[config.mk]
export PLATFORM = sky130hd
export DESIGN_NAME = pipe_ctrl
export DESIGN_NICKNAME = d
export VERILOG_FILES = /design/src/rtl/pipe_ctrl_pkg.sv /design/src/rtl/pipe_hazard_detect.sv /design/src/rtl/pipe_ctrl.sv
export SDC_FILE = /design/constraint.sdc
export NUM_CORES = 1
export LEC_CHECK = 0
export BUFFER_PORTS_ARGS = -buffer_cell sky130_fd_sc_hd__clkbuf_2
export CORE_AREA = 4 4 41 43
export CTS_BUF_LIST = sky130_fd_sc_hd__clkbuf_8
export DETAILED_ROUTE_END_ITERATION = 16
export DIE_AREA = 0 0 45 47
export PLACE_DENSITY = 0.78
export SLEW_MARGIN = 10
export SYNTH_ARGS = -nofsm -noshare
export SYNTH_HDL_FRONTEND = slang
export SYNTH_SLANG_ARGS = --single-unit
[constraint.sdc]
create_clock -name clk -period 1.69 [get_ports clk]
set_input_delay 0.169 -clock clk [delete_from_list [all_inputs] [get_ports clk]]
set_output_delay 0.169 -clock clk [all_outputs]
set_load 0.1 [all_outputs]
[src/rtl/pipe_ctrl_pkg.sv]
// Shared types and constants for the pipeline stall/flush sequencer.
// Register indices follow pipeline order: IF/ID, ID/EX, EX/MEM, MEM/WB.
package pipe_ctrl_pkg;

  localparam int REG_CNT  = 4;
  localparam int R_IF_ID  = 0;
  localparam int R_ID_EX  = 1;
  localparam int R_EX_MEM = 2;
  localparam int R_MEM_WB = 3;

  typedef enum logic {
    RUN    = 1'b0,
    REFILL = 1'b1
  } state_e;

  typedef enum logic [1:0] {
    PC_SEQ   = 2'b00,
    PC_REDIR = 2'b01,
    PC_TRAP  = 2'b10
  } pc_sel_e;

endpackage

[src/rtl/pipe_hazard_detect.sv]
// Load-use hazard compare between the ID sources and a load in EX.
// x0 is never a real dependency, so a load targeting it never stalls.
module pipe_hazard_detect (
  input  logic [4:0] id_rs1,
  input  logic [4:0] id_rs2,
  input  logic       id_rs1_used,
  input  logic       id_rs2_used,
  input  logic       ex_is_load,
  input  logic [4:0] ex_rd,
  output logic       load_use
);

  assign load_use = ex_is_load && (ex_rd != 5'd0) &&
                    ((id_rs1_used && (id_rs1 == ex_rd)) ||
                     (id_rs2_used && (id_rs2 == ex_rd)));

endmodule

[src/rtl/pipe_ctrl.sv]
// Central stall/flush sequencer for the 5-stage pipeline, with IMEM refill tracking.
// Define PIPE_CTRL_PERF_EN to add stall-cycle and flush-event performance counters.
module pipe_ctrl
  import pipe_ctrl_pkg::*;
#(
  parameter int IMEM_LAT = 1,
  parameter int CNT_W    = 32
) (
  input  logic               clk,
  input  logic               rst,
  input  logic [4:0]         id_rs1,
  input  logic [4:0]         id_rs2,
  input  logic               id_rs1_used,
  input  logic               id_rs2_used,
  input  logic               ex_is_load,
  input  logic [4:0]         ex_rd,
  input  logic               ex_redirect,
  input  logic               mem_busy,
  input  logic               mem_trap,
  output logic               pc_en,
  output logic [1:0]         pc_sel,
  output logic [REG_CNT-1:0] reg_en,
  output logic [REG_CNT-1:0] reg_flush,
  output logic [REG_CNT-1:0] reg_bubble,
  output logic               refill_busy
`ifdef PIPE_CTRL_PERF_EN
  ,
  output logic [CNT_W-1:0]   perf_stall_cyc,
  output logic [CNT_W-1:0]   perf_flush_evt
`endif
);

  if (IMEM_LAT < 0 || IMEM_LAT > 7 || CNT_W < 1) begin : g_param_check
    $error("pipe_ctrl: IMEM_LAT must be 0..7 and CNT_W must be >= 1");
  end

  localparam logic [2:0] LAT = 3'(IMEM_LAT);

  state_e     state, state_nxt;
  logic [2:0] cnt, cnt_nxt;
  pc_sel_e    sel;
  logic       load_use;

  pipe_hazard_detect u_hazard (
    .id_rs1      (id_rs1),
    .id_rs2      (id_rs2),
    .id_rs1_used (id_rs1_used),
    .id_rs2_used (id_rs2_used),
    .ex_is_load  (ex_is_load),
    .ex_rd       (ex_rd),
    .load_use    (load_use)
  );

  // NOTE: every output and next-state variable gets a default first so no path infers a latch.
  always_comb begin
    pc_en      = 1'b1;
    reg_en     = '1;
    reg_flush  = '0;
    reg_bubble = '0;
    sel        = PC_SEQ;
    state_nxt  = state;
    cnt_nxt    = cnt;

    // Fetched data is invalid while the IMEM refills after a redirect.
    if (state == REFILL) reg_bubble[R_IF_ID] = 1'b1;

    if (rst) begin
      pc_en      = 1'b0;
      reg_en     = '0;
      reg_flush  = '1;
      reg_bubble = '0;
    end else if (mem_busy) begin
      // Only WB advances; held trap/redirect requests act once MEM completes.
      pc_en                      = 1'b0;
      reg_en[R_EX_MEM:R_IF_ID]   = '0;
      reg_bubble[R_MEM_WB]       = 1'b1;
    end else if (mem_trap || ex_redirect) begin
      reg_bubble[R_IF_ID] = 1'b1;
      if (mem_trap) begin
        sel                         = PC_TRAP;
        reg_flush[R_EX_MEM:R_IF_ID] = '1;
      end else begin
        sel                 = PC_REDIR;
        reg_flush[R_IF_ID]  = 1'b1;
      end
      if (LAT != 3'd0) begin
        state_nxt = REFILL;
        cnt_nxt   = LAT;
      end
    end else if (load_use) begin
      pc_en               = 1'b0;
      reg_en[R_IF_ID]     = 1'b0;
      reg_bubble[R_ID_EX] = 1'b1;
    end else if (state == REFILL) begin
      cnt_nxt = cnt - 3'd1;
      if (cnt == 3'd1) state_nxt = RUN;
    end
  end

  assign pc_sel      = sel;
  assign refill_busy = (state == REFILL) && !rst;

  // NOTE: sequential state uses non-blocking assignments only; combinational logic above uses blocking.
  always_ff @(posedge clk or posedge rst) begin
    if (rst) begin
      state <= RUN;
      cnt   <= '0;
    end else begin
      state <= state_nxt;
      cnt   <= cnt_nxt;
    end
  end

`ifdef PIPE_CTRL_PERF_EN
  always_ff @(posedge clk or posedge rst) begin
    if (rst) begin
      perf_stall_cyc <= '0;
      perf_flush_evt <= '0;
    end else begin
      if (!pc_en) perf_stall_cyc <= perf_stall_cyc + 1'b1;
      if (!mem_busy && (mem_trap || ex_redirect)) perf_flush_evt <= perf_flush_evt + 1'b1;
    end
  end
`endif

endmodule

## After elaboration in Yosys (flattened, before gate mapping)

Cells that the tools add are included.

| word-level totals | value |
|---|---|
| bits of input ports | 23 |
| word-level logic and storage cells | 52 |
| output and inout bits | 16 |
| register bits after elaboration | 4 |

| operators by class | value |
|---|---|
| eq/ne operators | 4 |
| reductions and logical operators | 12 |
| bitwise gates (word level) | 2 |
| add/subtract/negate cells | 1 |
| muxes and demuxes | 31 |

Operators with widths:

| operator | count |
|---|---|
| $mux W3 | 7 |
| $mux W1 | 16 |
| $mux W2 | 8 |
| $eq A5 B5 Y1 | 2 |
| $logic_and A1 B1 Y1 | 5 |
| $reduce_bool A5 Y1 | 1 |
| $reduce_and A4 Y1 | 1 |
| $eq A3 B1 Y1 const B | 1 |
| $reduce_and A3 Y1 | 1 |
| $sub A3 B1 Y3 const B | 1 |
| $logic_or A1 B1 Y1 | 2 |
| $ne A2 B1 Y1 const B | 1 |
| $not A1 Y1 | 2 |
| $reduce_bool A2 Y1 | 1 |
| $logic_not A1 Y1 | 1 |

## Depth between registers and ports, before layout

Gate-level depths: netlist of the first run.

| logic depth | value |
|---|---|
| word-level depth | 8 |
| mapped depth | 7 |

## Hierarchy

From an unflattened synthesis of the first run, not the netlist that was laid out.

| unflattened totals | value |
|---|---|
| cells, all modules | 61 |
| area total of the unflattened synthesis | 478.0 µm² |

By module, submodules not included:

| module | times used | area an instance (µm²) | cells an instance | sequential area each (µm²) |
|---|---|---|---|---|
| pipe_ctrl | 1 | 344.1 | 44 | 100.1 |
| pipe_hazard_detect | 1 | 133.9 | 17 | 0.0 |

## Worst setup path after synthesis of the first run

OpenSTA, ideal clock, no wires.

| path | value |
|---|---|
| kind | in2out |
| from | input mem_trap |
| to | output reg_flush[2] |
| arrival time | 2.949 ns |
| setup slack | -1.428 ns |
| stages | 3 |
| cell sequence | inv_1 > o21ai_0 > buf_4 |

| on the way | value |
|---|---|
| longest elaborated chain between the ends | 4 |

Ends and longest elaborated chain:

| what | line | text |
|---|---|---|
| start, declared | pipe_ctrl.sv:19 | `input logic mem_trap,` |
| $mux W2 / $logic_or A1 B1 Y1 (equally long branches) | pipe_ctrl.sv:79, pipe_ctrl.sv:77 |  |
| $mux W3 (*) | pipe_ctrl.sv:77 | `end else if (mem_trap \|\| ex_redirect) begin` |
| $mux W3 (*) | pipe_ctrl.sv:72 | `end else if (mem_busy) begin` |
| $mux W3 (*) | pipe_ctrl.sv:67 | `if (rst) begin` |
| end, declared | pipe_ctrl.sv:23 | `output logic [REG_CNT-1:0] reg_flush,` |

Every way passes the cells marked *; elsewhere a longest branch is shown, timed or not.

## Worst setup path after layout of the first run

| path | value |
|---|---|
| from | input ex_rd[0] |
| to | output reg_en[0] |

| on the way | value |
|---|---|
| longest elaborated chain between the ends | 8 |

Ends and longest elaborated chain:

| what | line | text |
|---|---|---|
| start, declared | pipe_ctrl.sv:16 | `input logic [4:0] ex_rd,` |
| $eq A5 B5 Y1 (on tied branches) | pipe_hazard_detect.sv:14, pipe_hazard_detect.sv:15 |  |
| $logic_and A1 B1 Y1 (on tied branches) | pipe_hazard_detect.sv:14, pipe_hazard_detect.sv:15 |  |
| $logic_or A1 B1 Y1 | pipe_hazard_detect.sv:14 | `((id_rs1_used && (id_rs1 == ex_rd)) \|\|` |
| $logic_and A1 B1 Y1 (*) | pipe_hazard_detect.sv:13 | `assign load_use = ex_is_load && (ex_rd != 5'd0) &&` |
| $mux W1 (*) | pipe_ctrl.sv:90 | `end else if (load_use) begin` |
| $mux W1 (*) | pipe_ctrl.sv:77 |  |
| $mux W1 (*) | pipe_ctrl.sv:72 |  |
| $mux W3 (*) | pipe_ctrl.sv:67 |  |
| end, declared | pipe_ctrl.sv:22 | `output logic [REG_CNT-1:0] reg_en,` |

Marks and branches as above.

==> flow_summary.json, run 1 <==
{
  "syn_nets": 88,
  "cts_made_buffers": 3,
  "min_period_ns": 1.63,
  "grt_first_pass_wirelength_um": 2700,
  "ctsHoldBuffers": 1,
  "final_hold_viol_count": 0,
  "synthArstFlopShare_pct": 100,
  "numClockSinks": 4,
  "synth_xor_area_share_pct": 17.0,
  "synth_cell_types": 30,
  "status": "finished clean",
  "whs_ns": 0.451,
  "slowest_stage": "or3_1",
  "rr_worst_depth": 7,
  "ys_top_cells_by_area": "dfrtp_1, xnor2_1, buf_4",
  "slew_headroom_pct": 63.8,
  "detailed_place_hpwl_um": 1360,
  "rsz0062_at_grt": "no",
  "drive_above_1_share_pct": 57.7,
  "finalInstanceArea_um2": 920,
  "finalSetupViolations": 0,
  "yosysSeqAreaShare_pct": 19.5,
  "overflow": 0,
  "syn_to_final_growth_pct": 78.8,
  "place_congestion": 0.917,
  "synth_top_area_share_pct": 19.5,
  "synth-compound-area-share_pct": 25.1,
  "holdPathStages": 5,
  "die_w_um": 45,
  "crit_chain": "clkbuf_2 -> or3_1 -> o311a_4 -> and2_4 -> nor2_4 -> buf_12",
  "internal_power_w": 0.000376,
  "final_core_util_pct": 70.7,
  "cp_num_buf_inv": 2,
  "synth_most_common_cell": "xnor2_1",
  "fin_crit_sh_pct": 96.7,
  "clockRootBuffer": "clkbuf_8",
  "coreArea_um2": 1300,
  "r2r-end": "cnt[2]$_DFFE_PP0P_",
  "finalSetupTns_ns": 0,
  "die_area_um2": 2120,
  "grtUsageTotal_pct": 17.8,
  "p_comb_share_pct": 54.5,
  "cp_slowest_stage_delay_ns": 0.38,
  "cts_tree": "done",
  "synth_edf_count": 0,
  "hp-start": "ex_redirect",
  "crit_fanout": 3,
  "ys_seq_elements": 4,
  "regToRegStartpoint": "cnt[1]$_DFFE_PP0P_",
  "start_util_pct": 39.5,
  "p_sw_w": 0.000327,
  "min_path_type": "primary input to register",
  "powerDensity_nw_per_um2": 764,
  "end_kind": "output port",
  "required_ns": 1.52,
  "avgViaCountPerCell": 5.18,
  "post-cts-setup-buffer-count": 0,
  "fmax_mhz": 612,
  "ioPinCount": 39,
  "synth.cell_area_um2": 514,
  "cp.arrival_ns": 1.46,
  "crit_cells": 6,
  "yosysWarnings": 0,
  "p_leak_nw": 0.436,
  "synth_common_cells": "xnor2_1, inv_1, buf_4, nor2_1",
  "cts_max_path_buffers": 2,
  "cts_resized": 0,
  "ctsHtreeMaxLevel": 1,
  "dieHeight_um": 47,
  "drt_pass1_iterations": 4,
  "vias": 617,
  "drtIter0Drc": 4,
  "antenna_found_initial": 0,
  "pwr-share-clk_pct": 28.7,
  "fin_skew_ns": 0.00718,
  "grt_pass1_vias": 648,
  "final_nets": 131,
  "cap_viol_max_count": 0,
  "synth_top_cell_by_area": "dfrtp_1",
  "drc_errors": 0,
  "reg2reg_setup_slack_ns": 0.43,
  "muxShareOfSynthArea_pct": 0,
  "dpl_cell_area_um2": 868,
  "yosys.area_share.simple_pct": 20.4,
  "clk_pin_slew_ns": 0.03,
  "peakVddDrop_mv": 0.566,
  "clk_latency_ns": 0.22,
  "crit_family": "simple AND/OR/NAND/NOR gates",
  "wl_um": 1570,
  "io_buffers": 37,
  "startpoint_type": "primary input",
  "grt_max_degree": 9,
  "hold_path_end": "cnt[2]$_DFFE_PP0P_",
  "wl_per_cell_um": 13.2,
  "synth_cells": 63,
  "synth_adder_area_share_pct": 4.87,
  "seq_power_share_pct": 16.8,
  "avgSynthCellArea_um2": 8.16,
  "postRouteAntennaNets": 0,
  "synth_top_family_by_area": "compound AO/OA/AOI/OAI gates",
  "switching_share_pct": 46.5,
  "finalMaxSlewViolations": 0,
  "critical_path_class": "primary input to output port",
  "worst_pin_slew_ns": 0.546,
  "rows": 13,
  "synthFlopType": "dfrtp_1",
  "diodes": 0,
  "fillers": 105
}
-- worst max path at each step --
stage | slack (ns) | from | endpoint
2_1_floorplan | -0.37 | rst | reg_flush[2]
3_3_place_gp | 0.06 | ex_rd[0] | reg_en[0]
3_5_place_dp | 0.01 | ex_rd[0] | cnt[1]$_DFFE_PP0P_
4_1_cts | 0.05 | ex_rd[0] | reg_en[0]
5_1_grt | 0.02 | ex_rd[0] | reg_en[0]
6_report | 0.06 | ex_rd[0] | reg_en[0]
-- layout by cell type (no fill, tap or decap), drive strengths merged, types with 3 or more instances in the layout --
cell    instances
clkbuf         32
o22ai           3
inv             5
buf            14
o21ai           3
nand2           4
nor2            5
xnor2          10
dfrtp           4
-- worst reg2reg max path: cells and delay by family (launching register included) --
kind	cells	cell delay (ns)
flip-flops	1	0.36
AO/OA/AOI/OAI	3	0.36
adder cells (fa/ha/maj)	1	0.16
AND/OR/NAND/NOR	2	0.15
buffers and inverters	1	0.11
-- cell type report --
class,instances,area (µm²),area share [%]
inverter,6,26.3,2.86
sequential,4,100,10.9
multi-input combinational,47,385,41.9
tap,15,18.8,2.04
timing repair buffer,44,348,37.8
clock buffer,3,41.3,4.49
-- logic make-up (layout without fill, tap and decap cells) --
family | Yosys count | in the layout
AND/OR/NAND/NOR | 20 | 20
AO/OA/AOI/OAI | 14 | 14
buffers and inverters | 12 | 53
XOR/XNOR | 10 | 10
flip-flops | 4 | 4
adder cells (fa/ha/maj) | 2 | 2
other | 1 | 1
-- power by group through the flow --
stage	combinational (W)	sequential, W	clock, W
CTS	0.000385	0.000118	0.000203
global route	0.000407	0.000119	0.000214
global placement	0.000375	0.000117	0
detailed placement	0.000382	0.000119	0
finish	0.000383	0.000118	0.000202
floorplan	0.000286	0.000116	0
-- routing by layer --
| layer | part of all wire, % | track usage, % | vias up |
|---|---|---|---|
| met5 | 0 | 0 | - |
| met4 | 2.8 | 11.1 | 0 |
| met3 | 12 | 6.13 | 4 |
| met2 | 51 | 32.8 | 39 |
| met1 | 34 | 16.8 | 275 |
| li1 | - | - | 299 |
-- flip-flops by register name (all words and copies together), names as in the netlist --
name	cells
cnt	3
state	1
-- through the flow --
stage / std cells / power [W] / worst slack [ns]
after CTS: 119 / 0.000706 / 0.0511
after global placement: 115 / 0.000493 / 0.0645
final: 119 / 0.000703 / 0.0565
after global routing: 119 / 0.000739 / 0.0185
after floorplan: 63 / 0.000402 / -0.369
after detailed placement: 115 / 0.000501 / 0.0134
Note: power is estimated with default switching activity, not from simulation.
==> run 2: changes to the inputs <==
CAP_MARGIN = 25   (was unset)
clock period = 1.8 ns   (was 1.69 ns; I/O delays follow)
==> run 2 against run 1 <==
Net effect:
- global-route usage down 4.5 points
- sequential share of layout area grew 0.76 points
- non-clock buffer count fell by 4
- power shrank 7.7%
- largest cell class unchanged
==> flow_summary.json, run 2 (synthesis gave the netlist of run 1 again) <==
{
  "final_hold_viol_count": 0,
  "finalSetupViolations": 0,
  "status": "finished clean",
  "post-cts-setup-buffer-count": 0,
  "slew_headroom_pct": 63.7,
  "seq_power_share_pct": 16.9,
  "fin_skew_ns": 0.00205,
  "die_area_um2": 2120,
  "drt_pass1_iterations": 4,
  "place_congestion": 0.797,
  "drive_above_1_share_pct": 56.0,
  "grt_max_degree": 9,
  "fin_crit_sh_pct": 97.1,
  "ctsHtreeMaxLevel": 1,
  "grt_first_pass_wirelength_um": 1990,
  "fin_cells": 115,
  "pwr-share-clk_pct": 29.0,
  "reg2reg_setup_slack_ns": 0.63,
  "powerDensity_nw_per_um2": 755,
  "mostFrequentLayoutCell": "clkbuf_2",
  "pre_cts_slack_ns": 0.0493,
  "grtUsageTotal_pct": 13.2,
  "clk_pin_slew_ns": 0.03,
  "diodes": 0,
  "crit_fanout": 6,
  "fillers": 112,
  "coreArea_um2": 1300,
  "cts_tree": "done",
  "dieHeight_um": 47,
  "postRouteAntennaNets": 0,
  "whs_ns": 0.445,
  "vias": 568,
  "ioPinCount": 39,
  "setup_ws_ns": 0.0525,
  "numClockSinks": 4,
  "switching_share_pct": 46.4,
  "dp_cells": 111,
  "internal_power_w": 0.000348,
  "grt_pass1_vias": 509,
  "largest_register_ffs": 3,
  "rows": 13,
  "min_period_ns": 1.75,
  "critical_path_class": "primary input to output port",
  "final_cell_mix": "clkbuf_2, xnor2_1, inv_1, buf_12",
  "p_sw_w": 0.000301,
  "required_ns": 1.62,
  "min_path_type": "primary input to register",
  "finalMaxSlewViolations": 0,
  "wl_per_cell_um": 11.9,
  "rsz0062_at_grt": "no",
  "antenna_found_initial": 0,
  "drtIter0Drc": 3,
  "p_comb_share_pct": 54.2,
  "cts_max_path_buffers": 2,
  "clk_latency_ns": 0.22,
  "startpoint_type": "primary input",
  "p_leak_nw": 0.408,
  "drc_errors": 0,
  "wl_um": 1360,
  "overflow": 0,
  "clockRootBuffer": "clkbuf_8",
  "final_nets": 127,
  "cts_made_buffers": 3,
  "fmax_mhz": 572,
  "avgViaCountPerCell": 4.94,
  "detailed_place_hpwl_um": 1160,
  "top_register": "cnt",
  "worst_pin_slew_ns": 0.547,
  "peakVddDrop_mv": 0.653,
  "io_buffers": 37,
  "syn_to_final_growth_pct": 67.2,
  "start_util_pct": 39.5,
  "die_w_um": 45,
  "cp.arrival_ns": 1.57,
  "top_regs": "cnt x3, state x1",
  "cap_viol_max_count": 0,
  "end_kind": "output port"
}
-- run 2: cell count changes in the layout (fill, tap and decap cells not counted), sizes merged --
cell / previous run / this run
clkbuf: 32 / 34
buf: 14 / 8
-- run 2: path summary, 6_finish.rpt --
check                                         from                  to  cells after the start
worst max-delay path                      ex_rd[0]               pc_en                      6
worst min-delay path                      mem_trap  cnt[2]$_DFFE_PP0P_                      5
worst max register to register  cnt[0]$_DFFE_PP0P_  cnt[2]$_DFFE_PP0P_                      7
worst min register to register  cnt[1]$_DFFE_PP0P_  cnt[1]$_DFFE_PP0P_                      2
max in group asynchronous                      rst  cnt[0]$_DFFE_PP0P_                      3
min in group asynchronous                      rst  cnt[2]$_DFFE_PP0P_                      3
-- run 2: cell type report --
type                            instances  area [µm²]  share of cell area [%]
Multi-Input combinational cell         47         385                    44.8
Inverter                                6        26.3                    3.06
Sequential cell                         4         100                    11.6
Tap cell                               15        18.8                    2.18
Timing Repair Buffer                   40         288                    33.5
Clock buffer                            3        41.3                    4.80
-- run 2: power groups by stage --
| stage | clock network [W] | logic, W | registers, W |
|---|---|---|---|
| after floorplan | 0 | 0.000269 | 0.000109 |
| after global placement | 0 | 0.000347 | 0.000110 |
| after detailed placement | 0 | 0.000351 | 0.000110 |
| after CTS | 0.000196 | 0.000354 | 0.000109 |
| after global routing | 0.000201 | 0.000370 | 0.000111 |
| final | 0.000188 | 0.000351 | 0.000109 |
-- run 2: timing repair --
item	in CTS	in global routing
hold buffers	1	0
endpoints found under the setup margin	0	0
gates resized for setup	0	0
endpoints found under the hold margin	4	0
-- run 2: critical path, cell delays in order --
cell      delay [ns]
clkbuf_2        0.11
or3_1           0.40
o311a_4         0.35
and2_4          0.19
nor2_4          0.14
buf_12          0.19
-- run 2: per-stage QoR --
step,cell area (µm²),util [%],power (W),setup TNS (ns)
3_5_place_dp,808,62.1,0.000461,0
4_1_cts,860,66.1,0.000660,0
2_1_floorplan,567,-,0.000378,-0.497
6_report,860,66.1,0.000649,0
5_1_grt,860,66.1,0.000682,0
3_3_place_gp,808,62.1,0.000456,0
-- run 2: routing by layer --
| metal | vias up | GRT usage (%) | wire length, µm |
|---|---|---|---|
| met2 | 32 | 22.6 | 677 |
| met1 | 244 | 14.5 | 506 |
| met5 | - | 0 | 0 |
| met3 | 2 | 2.30 | 165 |
| li1 | 290 | - | - |
| met4 | 0 | 10.5 | 14 |
